--- config.mk ---
export PLATFORM = sky130hd
export DESIGN_NAME = pwr_sequencer
export DESIGN_NICKNAME = d
export VERILOG_FILES = /design/src/rtl/pwr_sequencer.sv
export SDC_FILE = /design/constraint.sdc
export NUM_CORES = 1
export LEC_CHECK = 0
export BUFFER_PORTS_ARGS = -buffer_cell sky130_fd_sc_hd__buf_2
export CORE_MARGIN = 3
export CORE_UTILIZATION = 45
export DETAILED_ROUTE_END_ITERATION = 10
export GPL_ROUTABILITY_DRIVEN = 0
export GPL_TIMING_DRIVEN = 0
export PLACE_DENSITY = 0.74
export SETUP_SLACK_MARGIN = 0.5
export SLEW_MARGIN = 10
export SYNTH_ARGS = -nofsm -noshare
export SYNTH_HDL_FRONTEND = slang
export SYNTH_SLANG_ARGS = --single-unit
--- constraint.sdc ---
create_clock -name clk -period 6.18 [get_ports clk]
set_clock_uncertainty 0.2 [all_clocks]
set_input_delay 1.236 -clock clk [delete_from_list [all_inputs] [get_ports clk]]
set_output_delay 1.236 -clock clk [all_outputs]
set_load 0.02 [all_outputs]
--- src/rtl/pwr_sequencer.sv ---
`default_nettype none
// ============================================================================
// Module   : pwr_sequencer
// Brief    : Ordered PMIC rail power-up/down with pg timeout, settle delay,
//            SoC reset hold and dropout monitoring.
// Revision : 1.0
// ============================================================================
module pwr_sequencer #(
    parameter int NUM_RAILS  = 4,
    parameter int STEP_DELAY = 16,
    parameter int PG_TIMEOUT = 1024,
    parameter int RST_HOLD   = 32
) (
    input  logic                 clk,
    input  logic                 reset_n,
    input  logic                 start,
    input  logic                 shutdown,
    input  logic                 clear_fault,
    input  logic [NUM_RAILS-1:0] rail_pg,
    output logic [NUM_RAILS-1:0] rail_en,
    output logic                 sys_rst_n,
    output logic                 power_ok,
    output logic                 fault,
    output logic [((NUM_RAILS > 1) ? $clog2(NUM_RAILS) : 1)-1:0] fault_rail,
    output logic [2:0]           state
);

    localparam int c_IW   = (NUM_RAILS > 1) ? $clog2(NUM_RAILS) : 1;
    localparam int c_MAX0 = (PG_TIMEOUT > STEP_DELAY) ? PG_TIMEOUT : STEP_DELAY;
    localparam int c_MAXC = (c_MAX0 > RST_HOLD) ? c_MAX0 : RST_HOLD;
    localparam int c_CW   = $clog2(c_MAXC + 1);

    typedef enum logic [2:0] {
        S_OFF    = 3'd0,
        S_RAMP   = 3'd1,
        S_SETTLE = 3'd2,
        S_HOLD   = 3'd3,
        S_ON     = 3'd4,
        S_DOWN   = 3'd5,
        S_FAULT  = 3'd6
    } state_t;

    state_t                r_state;
    logic [c_CW-1:0]       r_cnt;
    logic [c_IW-1:0]       r_idx;
    logic [NUM_RAILS-1:0]  r_rail_en;
    logic                  r_sys_rst_n;
    logic                  r_power_ok;
    logic                  r_fault;
    logic [c_IW-1:0]       r_fault_rail;

    state_t                w_state_nxt;
    logic [c_CW-1:0]       w_cnt_nxt;
    logic [c_IW-1:0]       w_idx_nxt;
    logic [NUM_RAILS-1:0]  w_rail_en_nxt;
    logic [c_IW-1:0]       w_fault_rail_nxt;
    logic [NUM_RAILS-1:0]  w_drop;
    logic                  w_drop_any;
    logic [c_IW-1:0]       w_drop_idx;

    // Enabled rails whose pg has fallen; lowest index is reported.
    always_comb begin
        w_drop     = r_rail_en & ~rail_pg;
        w_drop_any = 1'b0;
        w_drop_idx = '0;
        for (int i = NUM_RAILS - 1; i >= 0; i--) begin
            if (w_drop[i]) begin
                w_drop_any = 1'b1;
                w_drop_idx = c_IW'(i);
            end
        end
    end

    always_comb begin
        w_state_nxt      = r_state;
        w_cnt_nxt        = r_cnt + c_CW'(1);
        w_idx_nxt        = r_idx;
        w_rail_en_nxt    = r_rail_en;
        w_fault_rail_nxt = r_fault_rail;

        case (r_state)
            S_OFF: begin
                w_cnt_nxt = '0;
                if (start && !shutdown) begin
                    w_state_nxt   = S_RAMP;
                    w_idx_nxt     = '0;
                    w_rail_en_nxt = NUM_RAILS'(1);
                end
            end
            S_RAMP: begin
                // pg arriving on the timeout cycle still counts as good
                if (!rail_pg[r_idx] && (r_cnt == c_CW'(PG_TIMEOUT - 1))) begin
                    w_state_nxt      = S_FAULT;
                    w_fault_rail_nxt = r_idx;
                end else if (shutdown) begin
                    w_state_nxt = S_DOWN;
                end else if (rail_pg[r_idx]) begin
                    w_state_nxt = S_SETTLE;
                end
            end
            S_SETTLE: begin
                if (w_drop_any) begin
                    w_state_nxt      = S_FAULT;
                    w_fault_rail_nxt = w_drop_idx;
                end else if (shutdown) begin
                    w_state_nxt = S_DOWN;
                end else if (r_cnt == c_CW'(STEP_DELAY - 1)) begin
                    if (r_idx != c_IW'(NUM_RAILS - 1)) begin
                        w_state_nxt              = S_RAMP;
                        w_idx_nxt                = r_idx + c_IW'(1);
                        w_rail_en_nxt[w_idx_nxt] = 1'b1;
                    end else begin
                        w_state_nxt = S_HOLD;
                    end
                end
            end
            S_HOLD: begin
                if (w_drop_any) begin
                    w_state_nxt      = S_FAULT;
                    w_fault_rail_nxt = w_drop_idx;
                end else if (shutdown) begin
                    w_state_nxt = S_DOWN;
                end else if (r_cnt == c_CW'(RST_HOLD - 1)) begin
                    w_state_nxt = S_ON;
                end
            end
            S_ON: begin
                w_cnt_nxt = '0;
                if (w_drop_any) begin
                    w_state_nxt      = S_FAULT;
                    w_fault_rail_nxt = w_drop_idx;
                end else if (shutdown) begin
                    w_state_nxt = S_DOWN;
                end
            end
            S_DOWN: begin
                if (r_cnt == c_CW'(STEP_DELAY - 1)) begin
                    if (r_idx == '0) begin
                        w_state_nxt = S_OFF;
                    end else begin
                        w_cnt_nxt                = '0;
                        w_idx_nxt                = r_idx - c_IW'(1);
                        w_rail_en_nxt[w_idx_nxt] = 1'b0;
                    end
                end
            end
            S_FAULT: begin
                w_cnt_nxt = '0;
                if (clear_fault) begin
                    w_state_nxt = S_OFF;
                end
            end
            default: begin
                w_state_nxt   = S_OFF;
                w_cnt_nxt     = '0;
                w_idx_nxt     = '0;
                w_rail_en_nxt = '0;
            end
        endcase

        // Entry actions shared by every path into a state
        if (w_state_nxt != r_state) begin
            w_cnt_nxt = '0;
        end
        if ((w_state_nxt == S_DOWN) && (r_state != S_DOWN)) begin
            w_rail_en_nxt[r_idx] = 1'b0;
        end
        if (w_state_nxt == S_FAULT) begin
            w_rail_en_nxt = '0;
        end
    end

    always_ff @(posedge clk) begin
        if (!reset_n) begin
            r_state      <= S_OFF;
            r_cnt        <= '0;
            r_idx        <= '0;
            r_rail_en    <= '0;
            r_sys_rst_n  <= 1'b0;
            r_power_ok   <= 1'b0;
            r_fault      <= 1'b0;
            r_fault_rail <= '0;
        end else begin
            r_state      <= w_state_nxt;
            r_cnt        <= w_cnt_nxt;
            r_idx        <= w_idx_nxt;
            r_rail_en    <= w_rail_en_nxt;
            r_sys_rst_n  <= (w_state_nxt == S_ON);
            r_power_ok   <= (w_state_nxt == S_ON);
            r_fault      <= (w_state_nxt == S_FAULT);
            r_fault_rail <= w_fault_rail_nxt;
        end
    end

    assign rail_en    = r_rail_en;
    assign sys_rst_n  = r_sys_rst_n;
    assign power_ok   = r_power_ok;
    assign fault      = r_fault;
    assign fault_rail = r_fault_rail;
    assign state      = r_state;

endmodule
`default_nettype wire

Yosys cells after proc, flatten, opt, wreduce, memory -nomap -nowiden
Cells that the tools add are included.
{"block": "op_classes", "addsub": 3, "magnitude_cmp": 6, "n_eq_ne": 24, "mux": 56, "n_bitwise": 9, "n_reduce_logical": 18}
{"cell": "$mux W3", "n": 15}
{"cell": "$mux W4", "n": 8}
{"cell": "$mux W2", "n": 14}
{"cell": "$mux W11", "n": 2}
{"cell": "$pmux W11 S2", "n": 1}
{"cell": "$pmux W3 S7", "n": 1}
{"cell": "$eq A3 B3 Y1 const B", "n": 6}
{"cell": "$ne A2 B2 Y1 const B", "n": 9}
{"cell": "$pmux W4 S4", "n": 1}
{"cell": "$and A4 B4 Y4", "n": 3}
{"cell": "$not A4 Y4", "n": 3}
{"cell": "$add A11 B1 Y11 const B", "n": 1}
{"cell": "$eq A11 B10 Y1 const B", "n": 1}
{"cell": "$eq A11 B4 Y1 const B", "n": 1}
{"cell": "$eq A11 B5 Y1 const B", "n": 1}
{"cell": "$lt A2 B3 Y1 const B", "n": 3}
{"cell": "$mux W1", "n": 8}
{"cell": "$pmux W2 S4", "n": 1}
{"cell": "$reduce_and A8 Y1", "n": 1}
{"cell": "$demux W1 S2", "n": 3}
{"cell": "$eq A3 B2 Y1 const B", "n": 2}
{"cell": "$ge A2 B1 Y1 const B", "n": 3}
{"cell": "$logic_and A1 B1 Y1", "n": 6}
{"cell": "$reduce_or A3 Y1", "n": 2}
{"cell": "other kinds (17)", "n": 20}
{"block": "totals", "regBits": 24, "wordCells": 123}

Logic depth before layout (Yosys ltp)
{"block": "logic_depth", "ltp_word": 13, "ltp_mapped": 9, "ltp_nobuf": 8}

Worst setup path after synthesis
OpenSTA, ideal clock, no wires.
{"block": "synth_timing", "path_kind": "input-to-reg", "start": "input port rail_pg[1]", "end": "register r_fault, in the netlist fault", "setup_time_ns": 0.115, "arrival_time_ns": 2.958, "required_time_ns": 5.865, "setup_slack_ns": 2.907, "path_stages": 7, "path_buffers": 1, "path_cell_list": "nor2b_1 -> or4_1 -> buf_2 -> o32a_1 -> a311oi_2 -> and2b_2 -> and2_1"}
{"block": "synth_between", "elab_chain_cells": 7, "elab_cells_between_ends": 16}
{"item": "from (decl)", "line": "19", "source": "input logic [NUM_RAILS-1:0] rail_pg,"}
{"item": "$bmux W1 S2 or $not A4 Y4 (tied branches)", "line": "92, 97, 63"}
{"item": "$mux W1 (not written as such) or $and A4 B4 Y4 (tied branches)", "line": "92, 97, 63"}
{"item": "$mux W3 (tied with other cells)", "line": "97", "source": "end else if (rail_pg[r_idx]) begin"}
{"item": "$mux W3 (tied with other cells)", "line": "95", "source": "end else if (shutdown) begin"}
{"item": "$mux W3 (on tied branches)"}
{"item": "$pmux W3 S7 *", "line": "81", "source": "case (r_state)"}
{"item": "$eq A3 B3 Y1 *", "line": "190", "source": "r_fault <= (w_state_nxt == S_FAULT);"}
{"item": "to (signal assigned)", "line": "190"}
{"item": "to (decl)", "line": "49", "source": "logic r_fault;"}
Every way passes the cells marked *; elsewhere a longest branch is shown, timed or not. The select of a mux whose other input is x is not followed.
A chain may end at the register's enable or synchronous reset.

Final worst setup path
{"block": "layout_timing", "start": "input port rail_pg[0]", "end": "register r_rail_en[3], in the netlist rail_en[3]"}
{"block": "layout_between", "elab_chain_cells": 9, "elab_cells_between_ends": 22}
{"item": "$bmux W1 S2", "line": "92, 97"}
{"item": "$mux W1 (not written as such)", "line": "92, 97"}
{"item": "$mux W3 or $logic_not A1 Y1 (tied branches)", "line": "97, 92"}
{"item": "$mux W3 or $logic_and A1 B1 Y1 (tied branches)", "line": "95, 92"}
{"item": "$mux W3", "line": "92", "source": "if (!rail_pg[r_idx] && (r_cnt == c_CW'(PG_TIMEOUT - 1))) begin"}
{"item": "$pmux W3 S7", "line": "81"}
{"item": "$eq A3 B3 Y1", "line": "165", "source": "if ((w_state_nxt == S_DOWN) && (r_state != S_DOWN)) begin"}
{"item": "$logic_and A1 B1 Y1", "line": "165"}
{"item": "$mux W4", "line": "165"}
{"item": "to (signal assigned)", "line": "187", "source": "r_rail_en <= w_rail_en_nxt;"}
{"item": "to (decl)", "line": "46", "source": "logic [NUM_RAILS-1:0] r_rail_en;"}
Parallel ways exist; a longest one is shown, timed or not. The select of a mux whose other input is x is not followed.

==> results.yml <==
sta:
  max_freq_ghz: 0.304
  slew_viol_final: 0
  slew_headroom_pct: 43.2
  fin_crit_sh_pct: 53.2
  finalSetupViolations: 0
  max_slew.worst_pin.slew_ns: 0.845
  fin_crit_ns: 3.29
  rsz0062_at_grt: "false"
  worst_slack_ns: 2.89
  hold_violations: 0
  tns_ns: 0
placement:
  hpwl_um: 3590
  place_ws_ns: 2.60
  port_buffers: 20
global_routing:
  grt_overflow: 0
  grt_usage_pct: 19.6
  grt_pass1_vias: 1656
  antenna_found_initial: 0
  grt_pass1_wl_um: 7800
  grt_max_degree: 14
detailed_routing:
  vias: 1855
  drt_wl_total_um: 4720
  wire_per_inst_um: 16.1
  vias_per_cell: 6.31
  drc: 0
  drt_pass1_iterations: 5
  drt_iter0_drc: 241
  ant_nets: 0
clock_network:
  hold_buffers: 0
  ctsRootBufferMaster: "clkbuf_8"
  clkLatencyLatePin_ns: 0.27
  path_clk_slew_ns: 0.08
  cts_buffers: 3
  cts_tree: "built"
  cts_max_level: 1
  post_cts_resize_count: 0
  cts_sinks: 24
  clock_path_buffers: 2
  post_cts_buffers: 0
floorplanning:
  ioPinCount: 21
  coreArea_um2: 3770
  die-area_um2: 4840
  die_y_um: 69.6
  start_util_pct: 48.2
  dieWidth_um: 69.6
  rows: 22
synth:
  netlist_top_cells_area: "dfxtp_1, ha_1, nor3_1"
  synth_ff_type: "dfxtp_1"
  syn_inst: 222
  ys_async_sr_fraction_pct: 0
  syn_avg_cell_area_um2: 8.19
  synth_warnings: 0
  yosys.area.top_type: "dfxtp_1"
  syn-cell-area_um2: 1820
  synth_cell_types: 61
  synth_nets: 240
  netlist.area_leader.share_pct: 26.4
  yosysSeqAreaShare_pct: 26.4
  synth_edf_count: 0
  ys_seq_elements: 24
worst_setup_path:
  cp_slowest_stage_delay_ns: 0.50
  path_cells: "buf_2 -> nor2b_4 -> or4_1 -> buf_2 -> o32a_1 -> a311oi_2 -> nor4_2 -> a2111oi_1"
  cp_slowest_cell: "or4_1"
  path_max_fanout: 6
  cp.arrival_ns: 3.25
  cp.required_ns: 6.14
  critPathLaunchType: "primary input"
  critPathCaptureType: "flip-flop"
  path_class: "primary input to flip-flop"
  crit_path_frequent_cell: "buf_2"
finish:
  area_growth_pct: 11.8
  antenna_cells: 0
  final_nets: 265
  n_fill_cell: 356
  drive_gt1_share_pct: 17.1
  final_util_pct: 53.9
pwr:
  vdd_drop_max_uv: 82.7
  power_density_nw_per_um2: 204
  fin_total_pwr_w: 0.000415
  power_leakage_nw: 0.775
run:
  maxCapViolCount: 0
hold_path:
  hold_class: "flip-flop to flip-flop"
status:
  status: "finished clean"
==> logic make-up after synthesis <==
kind of cell / after synthesis / share of synthesized area [%]
fa+ha+maj: 9 / 6.19
simple gates: 97 / 31.6
compound gates: 61 / 25.9
buf+inv: 20 / 4.47
xor+xnor: 8 / 3.85
flops: 24 / 26.4
mux: 3 / 1.65
==> final cells by class <==
type	instances	area, um^2	share of cell area (%)
Tap cell	48	60.1	2.95
Clock buffer	4	55.1	2.71
Multi-Input combinational cell	178	1260	61.8
Sequential cell	24	480	23.6
Inverter	8	30.0	1.48
Buffer	12	51.3	2.52
Timing Repair Buffer	20	100	4.92
==> cell usage after synthesis, types with 2 or more instances <==
cell       count
mux2i_1        3
nor3_1        17
and3_1         2
clkbuf_1       9
or2_2          2
nor2b_1        7
o211a_1        4
o221ai_1       2
o21ai_0        9
a311o_1        2
and4_1         4
a21boi_0       2
nand3_1        5
nor4_1         5
nand4_1        3
a31oi_1        7
xnor2_1        7
dfxtp_1       24
or4_1          3
buf_2          2
ha_1           9
and2_1         2
a2111oi_1      2
o31ai_1        4
o211ai_1       3
inv_1          7
o21ba_2        2
a21oi_1        7
nor2_1         9
nand2_1       19
nor4_2         2
nand2b_1       7
o2bb2ai_1      2
==> worst max-delay path, delay by kind of cell <==
kind	cells	cell delay (ns)
simple gates	3	0.69
compound gates	3	1.03
buf+inv	2	0.28
==> flip-flops by register name, summed over array words and instances (netlist names) <==
name        cells
fault           1
fault_rail      2
power_ok        1
r_cnt          11
r_idx           2
rail_en         4
state           3
==> layer usage <==
metal	GRT usage, %	vias to the layer above	share of wire [%]
li1	-	889	-
met1	27.2	863	46
met2	29.7	86	44
met3	3.33	17	7.1
met4	8.68	0	3.0
met5	0	-	0
==> final timing paths <==
path	startpoint	endpoint	slack, ns	cells after the start
hold reg to reg	r_cnt[0]	r_cnt[0]	0.30	1
hold / removal	r_cnt[0]	r_cnt[0]	0.30	1
setup reg to reg	r_idx[0]	r_cnt[6]	3.24	9
setup / recovery	rail_pg[0]	rail_en[3]	2.89	8
==> metrics by stage <==
stage	area, um^2	cells	hold slack [ns]
detailed placement	1980	290	0.282
global route	2030	294	0.324
global placement	1980	290	0.280
CTS	2030	294	0.299
floorplan	1820	222	0.243
finish	2030	294	0.300
==> power breakdown <==
part / internal (W) / switching (W)
logic: 0.0000481 / 0.0000874
clock network: 0.0000570 / 0.0000513
registers: 0.000161 / 0.00000949
total: 0.000267 / 0.000148
==> cell usage in the layout (no fill, tap or decap), types with 2 or more instances in the layout <==
| cell | netlist | routed |
|---|---|---|
| a311o_1 | 2 | 2 |
| mux2i_1 | 3 | 3 |
| a21boi_0 | 2 | 2 |
| or4_1 | 3 | 3 |
| nand3_1 | 5 | 5 |
| nand4_1 | 3 | 3 |
| nor2b_1 | 7 | 7 |
| o221ai_1 | 2 | 2 |
| nor3_1 | 17 | 17 |
| a21oi_1 | 7 | 7 |
| dfxtp_1 | 24 | 24 |
| o211a_1 | 4 | 4 |
| clkbuf_1 | 9 | 9 |
| nor4_1 | 5 | 5 |
| o211ai_1 | 3 | 3 |
| and4_1 | 4 | 4 |
| o21ba_2 | 2 | 2 |
| xnor2_1 | 7 | 7 |
| nor2_1 | 9 | 9 |
| inv_1 | 7 | 7 |
| and3_1 | 2 | 2 |
| a2111oi_1 | 2 | 2 |
| buf_2 | 2 | 22 |
| and2_1 | 2 | 2 |
| nand2b_1 | 7 | 7 |
| a31oi_1 | 7 | 7 |
| clkbuf_8 | 0 | 4 |
| nor4_2 | 2 | 2 |
| o2bb2ai_1 | 2 | 2 |
| or2_2 | 2 | 2 |
| ha_1 | 9 | 9 |
| nand2_1 | 19 | 19 |
| o21ai_0 | 9 | 9 |
| o31ai_1 | 4 | 4 |
(Power assumes the default switching activity.)
